<file path="config.mk">
export PLATFORM = sky130hd
export DESIGN_NAME = async_xfer_launcher
export DESIGN_NICKNAME = d
export VERILOG_FILES = /design/src/rtl/async_xfer_launcher.sv
export SDC_FILE = /design/constraint.sdc
export NUM_CORES = 1
export LEC_CHECK = 0
export ABC_AREA = 1
export BUFFER_PORTS_ARGS = -buffer_cell sky130_fd_sc_hd__buf_2
export CAP_MARGIN = 10
export CORE_ASPECT_RATIO = 0.8
export CORE_MARGIN = 5
export CORE_UTILIZATION = 55
export CTS_CLUSTER_DIAMETER = 200
export DETAILED_ROUTE_END_ITERATION = 7
export PLACE_DENSITY_LB_ADDON = 0.25
export SLEW_MARGIN = 20
export SYNTH_ARGS = -nofsm -noshare
export SYNTH_HDL_FRONTEND = slang
export SYNTH_SLANG_ARGS = --single-unit
</file>
<file path="constraint.sdc">
create_clock -name clk1 -period 3 [get_ports clk1]
set_input_delay 0.45 -clock clk1 [delete_from_list [all_inputs] [get_ports clk1]]
set_output_delay 0.45 -clock clk1 [all_outputs]
set_load 0.05 [all_outputs]
</file>
<file path="src/rtl/async_xfer_launcher.sv">
// clk1-side launcher: buffers words in a small FIFO and runs one req1/busy handshake per word; ASYNC_XFER_TIMEOUT_EN adds a sticky watchdog.
// Latency: beat accepted in cycle N is loaded into xfer_data at the N+1 edge (req1 in N+2); s_ready = FIFO not full.
module async_xfer_launcher #(
    parameter int DATA_WIDTH     = 24,
    parameter int FIFO_DEPTH     = 4,
    parameter int CNT_WIDTH      = 3,
    parameter int TIMEOUT_CYCLES = 1024
) (
    input  logic                  clk1,
    input  logic                  rst_n1,
    input  logic [DATA_WIDTH-1:0] s_data,
    input  logic                  s_valid,
    output logic                  s_ready,
    output logic                  req1,
    input  logic                  busy,
    output logic [DATA_WIDTH-1:0] xfer_data,
    output logic                  done,
    output logic [CNT_WIDTH-1:0]  fifo_cnt,
    output logic                  timeout_err
);

    localparam int PTR_W = $clog2(FIFO_DEPTH);
    localparam logic [CNT_WIDTH-1:0] FULL_CNT = CNT_WIDTH'(FIFO_DEPTH);

    localparam logic [1:0] ST_IDLE = 2'd0;
    localparam logic [1:0] ST_REQ  = 2'd1;
    localparam logic [1:0] ST_ARM  = 2'd2;
    localparam logic [1:0] ST_WAIT = 2'd3;

    if (FIFO_DEPTH < 2 || (FIFO_DEPTH & (FIFO_DEPTH - 1)) != 0 || TIMEOUT_CYCLES < 2 ||
        CNT_WIDTH < $clog2(FIFO_DEPTH + 1)) begin : g_param_check
        $error("async_xfer_launcher: illegal parameter combination");
    end

    logic [DATA_WIDTH-1:0] mem_q [FIFO_DEPTH];
    logic [PTR_W-1:0]      wr_ptr_q;
    logic [PTR_W-1:0]      rd_ptr_q;
    logic [CNT_WIDTH-1:0]  cnt_q;
    logic [1:0]            state_q;
    logic [1:0]            state_d;
    logic [DATA_WIDTH-1:0] xfer_q;
    logic                  done_q;
    logic                  done_d;
    logic                  full;
    logic                  empty;
    logic                  push;
    logic                  pop;
    logic                  tmo_hit;

    assign full  = (cnt_q == FULL_CNT);
    assign empty = (cnt_q == '0);
    // A full FIFO refuses data even when a pop happens in the same cycle.
    assign push  = s_valid && !full;
    assign pop   = (state_q == ST_IDLE) && !empty && !busy;

    always_comb begin
        state_d = state_q;
        done_d  = 1'b0;
        case (state_q)
            ST_IDLE: if (pop) state_d = ST_REQ;
            ST_REQ:  state_d = ST_ARM;
            ST_ARM: begin
                if (tmo_hit)   state_d = ST_IDLE;
                else if (busy) state_d = ST_WAIT;
            end
            ST_WAIT: begin
                // A completing handshake wins over a watchdog expiring in the same cycle.
                if (!busy) begin
                    state_d = ST_IDLE;
                    done_d  = 1'b1;
                end else if (tmo_hit) begin
                    state_d = ST_IDLE;
                end
            end
            default: state_d = ST_IDLE;
        endcase
    end

    always_ff @(posedge clk1) begin
        if (push) mem_q[wr_ptr_q] <= s_data;
    end

    always_ff @(posedge clk1 or negedge rst_n1) begin
        if (!rst_n1) begin
            wr_ptr_q <= '0;
            rd_ptr_q <= '0;
            cnt_q    <= '0;
            state_q  <= ST_IDLE;
            xfer_q   <= '0;
            done_q   <= 1'b0;
        end else begin
            if (push) wr_ptr_q <= wr_ptr_q + 1'b1;
            if (pop) begin
                rd_ptr_q <= rd_ptr_q + 1'b1;
                xfer_q   <= mem_q[rd_ptr_q];
            end
            case ({push, pop})
                2'b10:   cnt_q <= cnt_q + 1'b1;
                2'b01:   cnt_q <= cnt_q - 1'b1;
                default: cnt_q <= cnt_q;
            endcase
            state_q <= state_d;
            done_q  <= done_d;
        end
    end

`ifdef ASYNC_XFER_TIMEOUT_EN
    localparam int TMO_W = $clog2(TIMEOUT_CYCLES);
    localparam logic [TMO_W-1:0] TMO_LAST = TMO_W'(TIMEOUT_CYCLES - 1);

    logic [TMO_W-1:0] tmo_cnt_q;
    logic [TMO_W-1:0] tmo_cnt_d;
    logic             tmo_err_q;

    // Counts cycles since launch: zero in REQ, so the watchdog trips TIMEOUT_CYCLES after req1.
    assign tmo_cnt_d = (state_q == ST_IDLE) ? '0 : tmo_cnt_q + 1'b1;
    assign tmo_hit   = ((state_q == ST_ARM) || (state_q == ST_WAIT)) && (tmo_cnt_q == TMO_LAST);

    always_ff @(posedge clk1 or negedge rst_n1) begin
        if (!rst_n1) begin
            tmo_cnt_q <= '0;
            tmo_err_q <= 1'b0;
        end else begin
            tmo_cnt_q <= tmo_cnt_d;
            if (tmo_hit && ((state_q == ST_ARM) || busy)) tmo_err_q <= 1'b1;
        end
    end

    assign timeout_err = tmo_err_q;
`else
    assign tmo_hit     = 1'b0;
    assign timeout_err = 1'b0;
`endif

    assign s_ready   = !full;
    assign req1      = (state_q == ST_REQ);
    assign xfer_data = xfer_q;
    assign done      = done_q;
    assign fifo_cnt  = cnt_q;

endmodule

</file>
* Word-level counts from Yosys, hierarchy flattened
Memory sizes are Yosys's and may differ from the RTL's. A register that Yosys moved wholly into a read port is not among the register bits.
Cells that the tools add are included.
** Cells by class
- $add $sub $neg :: 4
- Multiplexer cells :: 9
- Reductions and logical operators :: 11
- Eq/ne operators :: 9
** Operator list (number)
- $pmux 2 s4 :: 1
- $eq 2x2->1 const B :: 3
- $mux 2 :: 3
- $ne 2x2->1 const B :: 3
- $pmux 3 s2 :: 1
- $add 2x1->2 const B :: 2
- $eq 2x1->1 const B :: 2
- $logic_not 1->1 :: 4
- $mux 1 :: 4
- $add 3x1->3 const B :: 1
- $eq 3x3->1 const B :: 1
- $logic_and 1x1->1 :: 3
- $logic_not 3->1 :: 1
- $reduce_and 3->1 :: 1
- $sub 3x1->3 const B :: 1
- $logic_not 2->1 :: 1
- $reduce_bool 2->1 :: 1
** Storage, ports and cells
- Register bits after elaboration :: 10
- Word-level logic and storage cells :: 39
- Memories :: 1
- RAM bits :: 96
** Memories
- mem_q :: words 4, bits a word 24, read ports 1, clocked after Yosys merged registers in 1, wr ports 1, line 35 : logic [DATA_WIDTH-1:0] mem_q [FIFO_DEPTH];

* Logic depth before layout (Yosys ltp)
- Depth after elaboration :: 6
- Mapped depth :: 14

* Worst setup path after synthesis
Ideal clock, no wire load.
- Kind :: register to register
- Start point :: register cnt_q[1] (netlist: fifo_cnt[1])
- End point :: memory mem_q[0][0] (enable)
- Path slack :: 189 ps
- Path buffers :: 0
- Data arrival time :: 2406 ps
- Setup time :: 405 ps
- Stages on the path, launching flop included :: 5
- Path through :: dfrtp_1 -> nor2_2 -> nand2_1 -> nand2_2 -> nor2_1
** On the way
- Cells in the longest elaborated chain, start to end :: 5
** RTL lines
- from (decl) :: line 38 : logic [CNT_WIDTH-1:0] cnt_q;
- from (signal assigned) :: line 98 : 2'b10: cnt_q <= cnt_q + 1'b1;
- from (signal assigned) :: line 99 : 2'b01: cnt_q <= cnt_q - 1'b1;
- from (signal assigned) :: line 100 : default: cnt_q <= cnt_q;
- $eq 3x3->1 :: line 50 : assign full = (cnt_q == FULL_CNT);
- $logic_not 1->1
- named net s_ready :: line 13 : output logic s_ready,
- $logic_and 1x1->1 :: line 53 : assign push = s_valid && !full;
- $mux 1 :: line 80 : if (push) mem_q[wr_ptr_q] <= s_data;
- $mux 1 (not written as such) :: line 80
- to (decl) :: line 35
The timed path passes the listed nets, and every way through them passes these cells.

* Final worst setup path
- Start point :: register state_q[0]
- End point :: register cnt_q[2] (netlist: fifo_cnt[2])
** On the way
- Cells in the longest elaborated chain, start to end :: 5
** RTL lines
- from (decl) :: line 39 : logic [1:0] state_q;
- from (signal assigned) :: line 102 : state_q <= state_d;
- $logic_not 2->1 * :: line 54 : assign pop = (state_q == ST_IDLE) && !empty && !busy;
- $logic_and 1x1->1 * (2 in series) :: line 54
- $eq 2x1->1 or $eq 2x2->1 (tied branches) :: line 97 : case ({push, pop})
- $pmux 3 s2 or $reduce_bool 2->1 (tied branches)
Mark *: on every way between the ends. The rest lies on a longest branch, timed or not.
A chain may end at the register's enable or synchronous reset.

==> impl_metrics.yaml <==
outcome:
  status: "complete, no violations"
die:
  initial_core_util_pct: 55.83
  io_pins: 59
  fp.dieArea_sq_um: 11750
  core_area_sq_um: 9529
  die_w_um: 120.0
  die_y_um: 97.97
  rows: 32
timing:
  worst_pin_slew_ns: 0.9733
  finalHoldViolCount: 0
  maxSlewViolCount: 0
  setup_slack_ns: 0.7592
  rsz0062_at_grt: "false"
  final.period_utilization_pct: 74.69
  max_freq_mhz: 446.3
  relSlewSlack_pct: 35.04
  finClkSkew_ns: 0.01177
  setup_viol: 0
  holdWs_ns: 0.1247
  setup-tns-final_ns: 0
  period_minus_slack_ns: 2.241
power:
  total_power_uw: 7202
  peakVddDrop_mv: 0.5593
  powerDensity_nw_per_um2: 1154
  power_leakage_uw: 0.002695
worst_setup_path:
  cpPeakStageDelay_ns: 0.41
  worstPathCellList: "inv_1, ha_1, inv_1, nor2_2, nand2_4, inv_4, ha_1, inv_1, fa_1, nor2_1, nor2_1, nand2_1, xor2_1"
  reg2reg_to: "fifo_cnt[2]"
  crit_required_ns: 3.34
  critical-path-top-delay-family: "adder cells"
  r2r_slack_ns: 0.76
  worstReg2RegStart: "state_q[0]"
  crit_top_cell: "inv_1"
  r2r_cells: 13
  cp.arrival_ns: 2.58
  crit_start: "state_q[0]"
  cp_max_fo: 28
  end_kind: "flip-flop"
  critPathLaunchType: "flip-flop"
  crit_path_top_delay_cell: "dfrtp_1"
  cp_num_buf_inv: 4
  crit_type: "reg -> reg"
place:
  pre_cts_ws_ns: 0.7564
  placement.io_buffers: 57
  place_area_sq_um: 5654
  gp_congestion: 0.7174
  hpwl_mm: 5.738
clock_tree:
  cts_sinks: 130
  h-tree-depth: 4
  post_cts_resized: 0
  cts_root_buffer: "clkbuf_16"
  post_cts_buffers: 0
  cts.path.max_buffers: 2
  clkTransAtPathRegs_ns: 0.06
  clk_latency_ns: 0.41
  cts_made_buffers: 17
  cts_tree: "yes"
  cts_hold_buf: 0
cells_and_area:
  drive_gt1_share_pct: 20.34
  fillers: 718
  n_antenna_cell: 0
  final_nets: 557
  synthToLayoutAreaGrowth_pct: 17.31
  final_area_sq_um: 6241
logic_synthesis:
  syn_nets: 495
  syn_area_per_cell_sq_um: 11.67
  syn_area_sq_um: 5320
  synth-edff-count: 96
  synth_cells: 456
  yosys.cell_types.count: 24
  yosysSeqAreaShare_pct: 70.18
  async_reset_ff_share_pct: 26.15
  ys_ff_latch: 130
  yosys_warnings: 0
  synth_flop_cell: "edfxtp_1"
drt:
  vias: 3243
  drc: 0
  wl_per_cell_um: 15.26
  dr.pass1.iters: 5
  via_per_inst: 4.989
  ant_nets: 0
  drt_iter0_markers: 177
  routed_wl_mm: 9.921
global_routing:
  grt_start_max_net_pins: 74
  track_usage_pct: 18.18
  grt_pass1_wl_mm: 16.20
  antenna_found_initial: 0
  grt_overflow: 0
  grt_pass1_vias: 3185
hold_path:
  hold_class: "in -> async"
job:
  timing.max_cap.violations: 0
==> layout make-up <==
class                   instances  area [sq um]  area share (%)
well taps                     119         148.9           2.386
clock inverters                15         161.4           2.586
multi-input cells             265          1280           20.51
repair buffers                 64         337.8           5.413
flip-flops and latches        130          3735           59.84
clock buffers                  17         425.4           6.816
inverters                      40         152.6           2.446
==> how the worst max path moves through the flow <==
stage	cells after the start	end
after floorplan	4	mem_q[0][0]
after global placement	13	fifo_cnt[2]
after detailed placement	13	fifo_cnt[2]
after CTS	13	fifo_cnt[2]
after global routing	13	fifo_cnt[2]
final	13	fifo_cnt[2]
==> sequential cells by signal, summed over array words and instances, names as in the netlist <==
register and cells:
done 1, wr_ptr_q 2, fifo_cnt 3, xfer_data 24, rd_ptr_q 2, state_q 2, mem_q 96
==> cells in the final DEF, fill, tap and decap left out <==
cell / netlist / final
edfxtp_1: 96 / 96
nor2_1: 56 / 52
o21ai_0: 7 / 7
xor2_1: 3 / 3
ha_1: 10 / 10
dfrtp_1: 34 / 33
nand2_2: 2 / 2
buf_2: 8 / 57
nand2_1: 132 / 132
inv_4: 1 / 1
fa_1: 1 / 1
inv_6: 0 / 2
nand3_1: 2 / 2
a21oi_1: 1 / 1
clkinvlp_4: 0 / 7
nor2_2: 2 / 6
inv_1: 39 / 39
nand3b_1: 1 / 1
clkinv_4: 0 / 3
or2_2: 1 / 1
conb_1: 1 / 1
o21ai_1: 20 / 20
buf_4: 6 / 7
dfrtp_2: 0 / 1
xnor2_1: 1 / 1
o211ai_1: 24 / 24
nand2_4: 1 / 1
clkbuf_16: 0 / 17
clkinv_2: 0 / 1
bufinv_16: 0 / 2
==> per-layer routing <==
| layer | up-vias | GRT usage (%) | part of all wire [%] |
|---|---|---|---|
| met5 | - | 0 | 0 |
| met4 | 0 | 6.426 | 0.61 |
| met3 | 5 | 6.312 | 5.6 |
| met2 | 82 | 27.85 | 48 |
| met1 | 1528 | 24.39 | 45 |
| li1 | 1628 | - | - |
==> logic make-up after synthesis <==
kind of cell | synth area share, %
AOI/OAI and AO/OA | 6.021
xor gates and xnor gates | 0.6586
adders and majority gates | 2.728
buffers and inverters | 5.950
DFF | 70.18
other | 0.07049
and+or+nand+nor | 14.39
==> per-stage QoR <==
stage / util, % / instances
6_report: 65.49 / 650
5_1_grt: 65.49 / 650
4_1_cts: 65.49 / 650
3_5_place_dp: 59.34 / 618
3_3_place_gp: 59.34 / 618
2_1_floorplan: - / 456
==> worst register-to-register path: stages (launching register included) <==
cell	delay (ns)
dfrtp_1	0.41
inv_1	0.12
ha_1	0.17
inv_1	0.06
nor2_2	0.12
nand2_4	0.22
inv_4	0.12
ha_1	0.15
inv_1	0.07
fa_1	0.38
nor2_1	0.11
nor2_1	0.04
nand2_1	0.07
xor2_1	0.14
==> Yosys cell counts (2+ instances only) <==
library cell	count	area, sq um
buf_4	6	45.04
inv_1	39	146.4
nand3_1	2	10.01
edfxtp_1	96	2883
nor2_2	2	12.51
o211ai_1	24	180.2
nor2_1	56	210.2
buf_6	7	78.83
nand2_2	2	12.51
dfrtp_1	34	850.8
o21ai_0	7	35.03
buf_2	8	40.04
xor2_1	3	26.28
nand2_1	132	495.5
o21ai_1	20	100.1
ha_1	10	125.1
==> power by group <==
group | leakage [uW] | internal, uW | switching (uW)
clock network | 0.000264 | 1230 | 767
logic | 0.00113 | 673 | 1900
registers | 0.00130 | 2440 | 194
total | 0.00269 | 4340 | 2860
(Power assumes the default switching activity.)
